[src/rtl/interface_botoes_pkg.sv]
// Shared constants for the button interface: note count, empty-note code
// and the note FSM state encoding.
package interface_botoes_pkg;

    localparam int NUM_NOTAS = 12;
    localparam int NUM_MENU  = 3;
    localparam int NUM_TECLAS = NUM_NOTAS + NUM_MENU;

    typedef logic [3:0] nota_code_t;

    localparam nota_code_t NOTA_NENHUMA = 4'h0;

    localparam logic [0:0] ST_IDLE = 1'b0;
    localparam logic [0:0] ST_HELD = 1'b1;

endpackage

[src/rtl/interface_botoes_debouncer.sv]
// One key channel: 2-flop synchronizer, stability counter, accepted level
// and a single-cycle pulse on each accepted rising edge.
module debouncer #(
    parameter int DEBOUNCE_CYCLES = 500000
) (
    input  logic clock,
    input  logic reset,
    input  logic raw,
    output logic stable,
    output logic rise
);

    localparam int CNT_W = $clog2(DEBOUNCE_CYCLES);
    localparam logic [CNT_W-1:0] CNT_LAST = CNT_W'(DEBOUNCE_CYCLES - 1);

    logic             sync_1;
    logic             sync_2;
    logic [CNT_W-1:0] cnt;

    always_ff @(posedge clock or posedge reset) begin
        if (reset) begin
            sync_1 <= 1'b0;
            sync_2 <= 1'b0;
            cnt    <= '0;
            stable <= 1'b0;
            rise   <= 1'b0;
        end else begin
            sync_1 <= raw;
            sync_2 <= sync_1;
            rise   <= 1'b0;
            // Any sample agreeing with the accepted level restarts the count,
            // so a glitch shorter than the window never gets through.
            if (sync_2 == stable) begin
                cnt <= '0;
            end else if (cnt == CNT_LAST) begin
                stable <= sync_2;
                rise   <= sync_2;
                cnt    <= '0;
            end else begin
                cnt <= cnt + 1'b1;
            end
        end
    end

endmodule

[src/rtl/interface_botoes.sv]
// Button front end: debounces 12 note keys and 3 menu keys, latches the
// lowest pressed note until it is released, and emits menu press pulses.
module interface_botoes
    import interface_botoes_pkg::*;
#(
    parameter int DEBOUNCE_CYCLES = 500000
) (
    input  logic        clock,
    input  logic        reset,
    input  logic [11:0] botoes,
    input  logic        right_arrow,
    input  logic        left_arrow,
    input  logic        enter,
    output logic [3:0]  botoes_encoded,
    output logic        right_arrow_pressed,
    output logic        left_arrow_pressed,
    output logic        enter_pressed,
    output logic        db_nota_travada
);

    logic [NUM_TECLAS-1:0] raw_all;
    logic [NUM_TECLAS-1:0] stable_all;
    logic [NUM_TECLAS-1:0] rise_all;

    assign raw_all = {enter, left_arrow, right_arrow, botoes};

    for (genvar i = 0; i < NUM_TECLAS; i++) begin : g_deb
        debouncer #(
            .DEBOUNCE_CYCLES(DEBOUNCE_CYCLES)
        ) u_deb (
            .clock (clock),
            .reset (reset),
            .raw   (raw_all[i]),
            .stable(stable_all[i]),
            .rise  (rise_all[i])
        );
    end

    logic [NUM_NOTAS-1:0] stable_notas;
    logic                 rise_right;
    logic                 rise_left;
    logic                 rise_enter;

    assign stable_notas = stable_all[NUM_NOTAS-1:0];
    assign rise_right   = rise_all[NUM_NOTAS];
    assign rise_left    = rise_all[NUM_NOTAS+1];
    assign rise_enter   = rise_all[NUM_NOTAS+2];

    // Note rise pulses and menu stable levels have no consumer here.
    logic unused_bits;
    assign unused_bits = ^{rise_all[NUM_NOTAS-1:0], stable_all[NUM_TECLAS-1:NUM_NOTAS]};

    // Lowest-index key wins when several notes are stable high.
    logic       any_nota;
    logic [3:0] first_idx;

    always_comb begin
        any_nota  = |stable_notas;
        first_idx = 4'd0;
        for (int i = NUM_NOTAS - 1; i >= 0; i--) begin
            if (stable_notas[i]) begin
                first_idx = 4'(i);
            end
        end
    end

    logic [0:0] state;
    logic [3:0] nota_idx;

    always_ff @(posedge clock or posedge reset) begin
        if (reset) begin
            state          <= ST_IDLE;
            nota_idx       <= 4'd0;
            botoes_encoded <= NOTA_NENHUMA;
        end else begin
            case (state)
                ST_IDLE: begin
                    if (any_nota) begin
                        nota_idx       <= first_idx;
                        botoes_encoded <= first_idx + 4'd1;
                        state          <= ST_HELD;
                    end else begin
                        botoes_encoded <= NOTA_NENHUMA;
                    end
                end
                ST_HELD: begin
                    // Only the latched key matters; others are re-evaluated in IDLE.
                    if (!stable_notas[nota_idx]) begin
                        botoes_encoded <= NOTA_NENHUMA;
                        state          <= ST_IDLE;
                    end
                end
                default: begin
                    botoes_encoded <= NOTA_NENHUMA;
                    state          <= ST_IDLE;
                end
            endcase
        end
    end

    assign db_nota_travada = (state == ST_HELD);

    // Simultaneous arrow edges are ambiguous, so neither is reported.
    assign right_arrow_pressed = rise_right & ~rise_left;
    assign left_arrow_pressed  = rise_left & ~rise_right;
    assign enter_pressed       = rise_enter;

endmodule

[config.mk]
export PLATFORM = sky130hd
export DESIGN_NAME = interface_botoes
export DESIGN_NICKNAME = d
export VERILOG_FILES = /design/src/rtl/interface_botoes_pkg.sv /design/src/rtl/interface_botoes_debouncer.sv /design/src/rtl/interface_botoes.sv
export SDC_FILE = /design/constraint.sdc
export NUM_CORES = 1
export LEC_CHECK = 0
export CORE_ASPECT_RATIO = 0.6
export CORE_MARGIN = 2
export CORE_UTILIZATION = 60
export DETAILED_ROUTE_END_ITERATION = 8
export DONT_BUFFER_PORTS = 1
export PLACE_DENSITY = 0.78
export SKIP_LAST_GASP = 1
export SYNTH_ARGS = -nofsm -noshare
export SYNTH_HDL_FRONTEND = slang
export SYNTH_HIERARCHICAL = 1
export SYNTH_SLANG_ARGS = --single-unit
[constraint.sdc]
create_clock -name clock -period 3.4 [get_ports clock]
set_input_delay 0.34 -clock clock [delete_from_list [all_inputs] [get_ports clock]]
set_output_delay 0.34 -clock clock [all_outputs]
set_load 0.03 [all_outputs]
==> results of run 1 <==
where the power goes:
part | internal (uW) | total (uW) | switching [uW]
clock | 2210 | 3740 | 1530
sequential | 4130 | 4210 | 77.5
combinational | 78.4 | 259 | 181
through the flow:
stage               utilization, %  power, uW  area, um^2  hold WS [ps]
CTS                           66.5       8310       19100           292
global route                  66.5       8510       19100           299
detailed placement            62.1       4530       17800           218
global placement              62.1       4520       17800           218
finish                        66.5       8210       19100           324
floorplan                        -       4470       17400           168
state kept, by name (all words and copies together), names as in the netlist:
signal / cells
g_deb.u_deb/rise: 3
nota_idx: 4
g_deb.u_deb/cnt: 285
g_deb.u_deb/sync_1: 15
g_deb.u_deb/sync_2: 15
g_deb.u_deb/stable: 15
db_nota_travada: 1
botoes_encoded: 4
per-layer routing:
layer / up-vias / GRT usage (%) / share of wire (%)
met5: - / 0 / 0
met4: 0 / 3.67 / 1.3
met3: 39 / 4.13 / 5.1
met2: 230 / 32.3 / 42
met1: 5904 / 35.1 / 51
li1: 5854 / - / -
cells in the final DEF (no fill, tap or decap), types with 30 or more instances in the layout:
master	n
dfrtp_1	342
nor2_1	307
xnor2_1	181
nand3_1	95
inv_1	80
nand2_1	80
a21oi_1	63
nor4_1	49
nor3_1	47
nand4b_1	45
o21ai_1	31
clkbuf_16	31
and3_1	30
nand4_4	30
xor2_1	30
cell type report:
| class | count | area [um^2] |
|---|---|---|
| clock buffers | 40 | 890 |
| fillers | 2120 | 9590 |
| repair buffers | 16 | 160 |
| clock inverters | 16 | 214 |
| diodes | 1 | 2.50 |
| multi-input cells | 1200 | 8460 |
| inverters | 81 | 304 |
| flip-flops and latches | 342 | 8560 |
| well taps | 375 | 469 |
worst min-delay path by stage:
stage	start	to	slack [ps]	depth (start not counted)
final	enter	g_deb[14].u_deb/sync_1	320	1
after global routing	enter	g_deb[14].u_deb/sync_1	300	1
after CTS	botoes[6]	g_deb[6].u_deb/sync_1	290	1
after detailed placement	reset	db_nota_travada	220	1
after global placement	reset	db_nota_travada	220	1
after floorplan	reset	botoes_encoded[0]	170	1
critical path: stages, from the launching register on:
cell	delay, ps
dfrtp_1	440
ha_1	240
nand3_1	230
or4_1	650
o21ai_1	150
a21oi_1	80
==> impl_metrics.py, run 1 <==
metrics = {
    "detailed_routing": {
        "routed_via_density": 5.81,
        "wl_per_cell_um": 16.1,
        "ant_nets": 0,
        "first_iter_violations": 929,
        "dr.pass1.iters": 5,
        "vias": 12027,
        "route.detailed.drc": 0,
        "finalWirelength_mm": 33.4,
    },
    "sta": {
        "finalClockSkew_ps": 11.2,
        "min_period_over_period_pct": 56.6,
        "max_freq_mhz": 519,
        "setup_tns_ps": 0,
        "hold_viol": 0,
        "period_minus_slack_ps": 1930,
        "layout_setup_ws_ps": 1470,
        "relSlewSlack_pct": 35.4,
        "maxSlewViolCount": 0,
        "setup_viol": 0,
        "rsz0062_at_grt": "false",
        "worstMarginPinSlew_ps": 965,
    },
    "worst_setup_path": {
        "crit_path_end": "g_deb[13].u_deb/cnt[16]",
        "start_kind": "register",
        "required_ps": 3830,
        "crit_type": "reg2reg",
        "arrival_ps": 2360,
        "crit_start": "g_deb[13].u_deb/cnt[0]",
        "reg2reg_from": "g_deb[13].u_deb/cnt[0]",
        "cp-end-kind": "register",
        "r2r-end": "g_deb[13].u_deb/cnt[16]",
        "r2r_cells": 5,
        "r2r_slack_ps": 1470,
        "path_max_fanout": 6,
    },
    "power_and_ir_drop": {
        "ir_drop_uv": 391,
        "powerDensity_mw_per_mm2": 431,
        "power.leakage_uw": 0.00782,
    },
    "cts": {
        "clk_latency_ps": 570,
        "cts_tree": "built",
        "ctsHoldBuffers": 16,
        "cts-resized-gates": 0,
        "path_clk_slew_ps": 70,
        "cts_sinks": 342,
        "post-cts-setup-buffer-count": 0,
        "h-tree-depth": 1,
        "numCtsBuffers": 30,
        "cts_buffer_depth": 3,
        "root_buffer": "clkbuf_16",
    },
    "hold_path": {
        "hold_class": "in2reg",
    },
    "floorplan": {
        "start_util_pct": 60.9,
        "core_mm2": 0.0286,
        "die_area_mm2": 0.0305,
        "num_rows": 48,
        "ioPinCount": 25,
        "fp.dieH_um": 136,
        "dieWidth_um": 224,
    },
    "place": {
        "pre_cts_slack_ps": 1500,
        "gp_congestion": 0.814,
        "dpl.cell_count": 1998,
        "port_buffers": 0,
        "dp_hpwl_mm": 22.5,
    },
    "synth": {
        "yosysWarnings": 6,
        "synth_area_per_cell_um2": 10.6,
        "synthCells": 1639,
        "syn-cell-area_mm2": 0.0174,
        "syn-num-nets": 1672,
    },
    "global_routing": {
        "grt_usage_pct": 22.3,
        "antenna_found_initial": 1,
        "grt.overflow.total": 0,
        "grt_pass1_vias": 11312,
        "grt_max_degree": 24,
        "grt_pass1_wl_mm": 56.7,
    },
    "layout": {
        "fin_cells": 2071,
        "finish.net_count": 1704,
        "area_delta_synth_final_pct": 9.29,
        "drive_above_1_share_pct": 10.9,
    },
    "outcome": {
        "status": "finished, final reports clean",
    },
    "run": {
        "cap_viol_max_count": 0,
    },
}
No activity file was read; power rests on OpenSTA's default activity.
==> run 2: changes to the inputs <==
==> constraint.sdc (replaced) <==
create_clock -name clock -period 2 [get_ports clock]
set_input_delay 0.2 -clock clock [delete_from_list [all_inputs] [get_ports clock]]
set_output_delay 0.2 -clock clock [all_outputs]
set_load 0.03 [all_outputs]
==> run 2 against run 1 <==
Total power increased by 74%. Fmax is 4.2% higher. Combinational power grew 74%. Clock power increased by 78%. Via count rose by 1.6%. Clock skew barely moved. Critical endpoint is now g_deb[13].u_deb/stable.
==> impl_metrics.py, run 2 (synthesis gave the netlist of run 1 again) <==
metrics = {
    "outcome": {
        "status": "finished, final reports clean",
    },
    "cts": {
        "clk_latency_ps": 530,
        "cts-resized-gates": 0,
        "path_clk_slew_ps": 60,
        "numCtsBuffers": 34,
        "cts_sinks": 342,
        "root_buffer": "clkbuf_16",
        "cts_buffer_depth": 3,
        "cts_tree": "built",
        "h-tree-depth": 2,
    },
    "place": {
        "gp_congestion": 0.851,
        "dp_hpwl_mm": 23.2,
        "port_buffers": 0,
    },
    "power_and_ir_drop": {
        "power.leakage_uw": 0.00798,
        "powerDensity_mw_per_mm2": 736,
        "ir_drop_uv": 693,
    },
    "global_routing": {
        "grt_usage_pct": 23.3,
        "antenna_found_initial": 2,
        "grt.overflow.total": 0,
        "grt_pass1_wl_mm": 58.4,
        "grt_pass1_vias": 11631,
        "grt_max_degree": 24,
    },
    "floorplan": {
        "dieWidth_um": 224,
        "num_rows": 48,
        "start_util_pct": 60.9,
        "ioPinCount": 25,
        "core_mm2": 0.0286,
        "die_area_mm2": 0.0305,
        "fp.dieH_um": 136,
    },
    "run": {
        "cap_viol_max_count": 0,
    },
    "sta": {
        "period_minus_slack_ps": 1850,
        "relSlewSlack_pct": 34.4,
        "setup_tns_ps": 0,
        "rsz0062_at_grt": "false",
        "max_freq_mhz": 541,
        "setup_viol": 0,
        "whs_ps": 225,
        "maxSlewViolCount": 0,
        "finalClockSkew_ps": 11.2,
        "hold_viol": 0,
        "worstMarginPinSlew_ps": 981,
        "min_period_over_period_pct": 92.4,
    },
    "worst_setup_path": {
        "r2r_slack_ps": 150,
        "crit_type": "reg2reg",
        "start_kind": "register",
        "required_ps": 2410,
        "arrival_ps": 2260,
        "reg2reg_from": "g_deb[13].u_deb/cnt[0]",
        "path_max_fanout": 4,
        "cp-end-kind": "register",
        "r2r_cells": 5,
        "r2r-end": "g_deb[13].u_deb/stable",
    },
    "hold_path": {
        "holdPathEnd": "g_deb[13].u_deb/sync_1",
        "hold_start": "left_arrow",
        "hold_class": "in2reg",
        "min_path_cells": 1,
    },
    "detailed_routing": {
        "route.detailed.drc": 0,
        "first_iter_violations": 1228,
        "finalWirelength_mm": 33.8,
        "ant_nets": 0,
        "vias": 12220,
        "wl_per_cell_um": 16.1,
        "routed_via_density": 5.81,
        "dr.pass1.iters": 6,
    },
    "layout": {
        "final_common_cell": "dfrtp_1",
        "area_delta_synth_final_pct": 11.1,
        "layout_common_cells": "dfrtp_1, nor2_1, xnor2_1",
        "largest_register_ffs": 285,
        "fillers": 2128,
        "regMostFlops": "g_deb.u_deb/cnt",
        "finish.net_count": 1738,
        "drive_above_1_share_pct": 12.4,
    },
}
[run 2: cell type report]
cell class              count  area, um^2  area share [%]
clock inverters            12         153           0.788
repair buffers             46         398            2.05
clock buffers              47        1020            5.29
diodes                      1        2.50          0.0129
well taps                 375         469            2.42
multi-input cells        1200        8460            43.7
inverters                  81         304            1.57
flip-flops and latches    342        8560            44.2
[run 2: how the worst max path moves through the flow]
| stage | startpoint | end | slack, ps |
|---|---|---|---|
| detailed placement | g_deb[13].u_deb/cnt[0] | g_deb[13].u_deb/stable | 160 |
| CTS | g_deb[13].u_deb/cnt[0] | g_deb[13].u_deb/stable | 150 |
| global placement | g_deb[13].u_deb/cnt[0] | g_deb[13].u_deb/stable | 230 |
| floorplan | g_deb[12].u_deb/cnt[0] | g_deb[12].u_deb/stable | 350 |
| global route | g_deb[8].u_deb/cnt[0] | g_deb[8].u_deb/stable | 10 |
| finish | g_deb[13].u_deb/cnt[0] | g_deb[13].u_deb/stable | 150 |
[run 2: worst max-delay path, stage by stage (launching register included)]
cell and delay, ps:
dfrtp_1 430, ha_1 230, and3_1 260, nand4b_1 210
nor2_1 240, mux2_2 360
[run 2: power breakdown]
group	switching, uW	internal (uW)	total [uW]	leakage [uW]
sequential	134	7020	7160	0.00467
clock	2670	3980	6650	0.000573
combinational	308	142	450	0.00274
total	3110	11100	14300	0.00798
[run 2: routing by layer]
| layer | part of all wire (%) | up-vias | GRT usage [%] |
|---|---|---|---|
| li1 | - | 5920 | - |
| met2 | 42 | 251 | 32.7 |
| met1 | 52 | 6006 | 37.1 |
| met5 | 0.038 | - | 0 |
| met4 | 1.3 | 2 | 4.96 |
| met3 | 5.4 | 41 | 4.82 |
[run 2: metrics by stage]
| stage | instance area (um^2) | power (uW) | setup WS, ps | util (%) | std cells |
|---|---|---|---|---|---|
| after floorplan | 17400 | 7600 | 352 | - | 1639 |
| after CTS | 19300 | 14400 | 146 | 67.5 | 2101 |
| after global routing | 19400 | 14800 | 10.5 | 67.6 | 2104 |
| after global placement | 18000 | 7680 | 227 | 62.8 | 2026 |
| after detailed placement | 18000 | 7700 | 161 | 62.8 | 2026 |
| final | 19400 | 14300 | 152 | 67.6 | 2104 |
[run 2: timing repair]
item / CTS / global route
hold buffers: 16 / 0
endpoints found under the setup margin: 0 / 1
endpoints found under the hold margin: 357 / 0
buffers inserted: 0 / 2
==> variant, RTL diff (config.mk and constraints of run 2) <==
`DEBOUNCE_CYCLES` is set to 500000 in 2 places; all go to 2000000.
--- a/src/rtl/interface_botoes_debouncer.sv
+++ b/src/rtl/interface_botoes_debouncer.sv
@@ -3,3 +3,3 @@
 module debouncer #(
-    parameter int DEBOUNCE_CYCLES = 500000
+    parameter int DEBOUNCE_CYCLES = 2000000
 ) (
--- a/src/rtl/interface_botoes.sv
+++ b/src/rtl/interface_botoes.sv
@@ -5,3 +5,3 @@
 #(
-    parameter int DEBOUNCE_CYCLES = 500000
+    parameter int DEBOUNCE_CYCLES = 2000000
 ) (
Function: no difference found for any inputs over 4 cycles, from zero or initial values and one cycle with reset high; that may be too few to reach the edited logic, so the function may still have changed.
==> variant against run 2 <==
Power increased by 7.8%. Global-route usage grew 4.0 points. Setup slack got worse by 0.13 ns. Maximum frequency is 6.7% lower. Area after synthesis rose by 9.6%. First-iteration DRC count is 16% higher. Routed wire length rose by 33%. Sequential cell count is 30 higher. Cell area rose by 16%. Largest cell class is now multi-input gates. Largest power group unchanged. Highest routed layer is now met4.
==> variant: results (changes against run 2) <==
metric;value;unit;change
status;completed;;
critical_path_arrival;2.40;ns;+0.14 ns
wl_per_cell;17.9;um;+11%
largest_register_ffs;315;;+11%
use_met3;4.41;%;-0.41 points
cp_top_family;simple AND/OR/NAND/NOR gates;;
min_from;botoes[10];;
regMostFlops;g_deb.u_deb/cnt;;
use_met1;41.4;%;+4.4 points
layout.nets;2091;;+20%
reg2reg_depth;5;;unchanged
rrSetupSlack;0.02;ns;-0.13 ns
clock_skew;0.0172;ns;+0.00597 ns
grt_use_total;27.4;%;+4.0 points
routedLengthMet1;21.5;mm;+23%
critPathSlowestCell;or4_4;;
gp_congestion;0.910;;+6.9%
critPathLaunchType;flip-flop;;
wl_met3;2.33;mm;+28%
drt-initial-drc-count;1420;;+16%
p_leak;0.00968;uW;+21%
crit_fanout;5;;+1
grt_pass1_wl;74.9;mm;+28%
grtUsageMet2;41.8;%;+9.0 points
r2r-end;g_deb[9].u_deb/stable;;
clock_latency;0.54;ns;
ys.warnings.count;6;;unchanged
holdCritPathClass;in2reg;;
top_layer;met4;;
switching_power;3460;uW;+11%
whs;0.214;ns;-0.0118 ns
n_fill_cell;2176;;+2.3%
r2r_start;g_deb[9].u_deb/cnt[0];;
irDropWorstVdd;492;uV;-29%
viasPerCell;6.13;;+5.6%
grt_pass1_vias;15000;;+29%
hold_path_depth;1;;unchanged
dpl.hpwl;30.3;mm;+30%
cts_max_path_buffers;3;;unchanged
worst_pin_slew;1.00;ns;+0.0197 ns
firstDrtPassIters;5;;-1
min_to;g_deb[10].u_deb/sync_1;;
wl_met2;20.3;mm;+44%
dp_slack;-0.0405;ns;-0.202 ns
grt_max_degree;25;;+4.2%
layout-drive-gt1-share;20.4;%;+8.0 points
htree_num_levels;2;;unchanged
syn_nets;1861;;+11%
cp_slowest_stage_delay;0.55;ns;+0.12 ns
cts_buffers;37;;+8.8%
variant: metrics by stage:
| stage | cell area (um2) | setup TNS, ns | utilization [%] | instances |
|---|---|---|---|---|
| detailed placement | 20600 | -0.0718 | 66.0 | 2377 |
| global route | 22500 | -0.0694 | 72.0 | 2503 |
| CTS | 22100 | 0 | 70.6 | 2465 |
| global placement | 20600 | 0 | 66.0 | 2377 |
| finish | 22500 | 0 | 72.0 | 2503 |
| floorplan | 19100 | 0 | - | 1828 |
variant: how the worst max path moves through the flow:
stage / to / slack [ns] / cells after the start
CTS: g_deb[5].u_deb/stable / 0.0005 / 5
floorplan: g_deb[12].u_deb/stable / 0.08 / 5
detailed placement: g_deb[10].u_deb/cnt[18] / -0.04 / 6
global route: g_deb[14].u_deb/cnt[14] / -0.03 / 7
global placement: g_deb[5].u_deb/stable / 0.09 / 5
finish: g_deb[9].u_deb/stable / 0.02 / 5
variant: power groups by stage:
stage	sequential [uW]	clock (uW)	combinational [uW]
6_report	7720	6910	730
5_1_grt	7730	7380	816
4_1_cts	7720	7060	668
3_5_place_dp	7860	0	615
3_3_place_gp	7850	0	602
2_1_floorplan	7840	0	384
variant: timing repair:
action                                  CTS  global route
endpoints found under the setup margin    6           110
gates cloned                              0             2
pin swaps                                 0            14
hold buffers                             16             0
buffers inserted                          6            34
gates resized for setup                   5            31
hold endpoints to repair                387             0
variant: area by class of cell:
cell class | instances | area (um2) | share of cell area, %
diodes | 2 | 5.00 | 0.0222
clock buffers | 55 | 1150 | 5.09
clock inverters | 11 | 62.6 | 0.278
inverters | 51 | 191 | 0.850
multi-input cells | 1391 | 9660 | 42.9
flip-flops and latches | 372 | 9310 | 41.3
well taps | 416 | 520 | 2.31
repair buffers | 205 | 1640 | 7.26
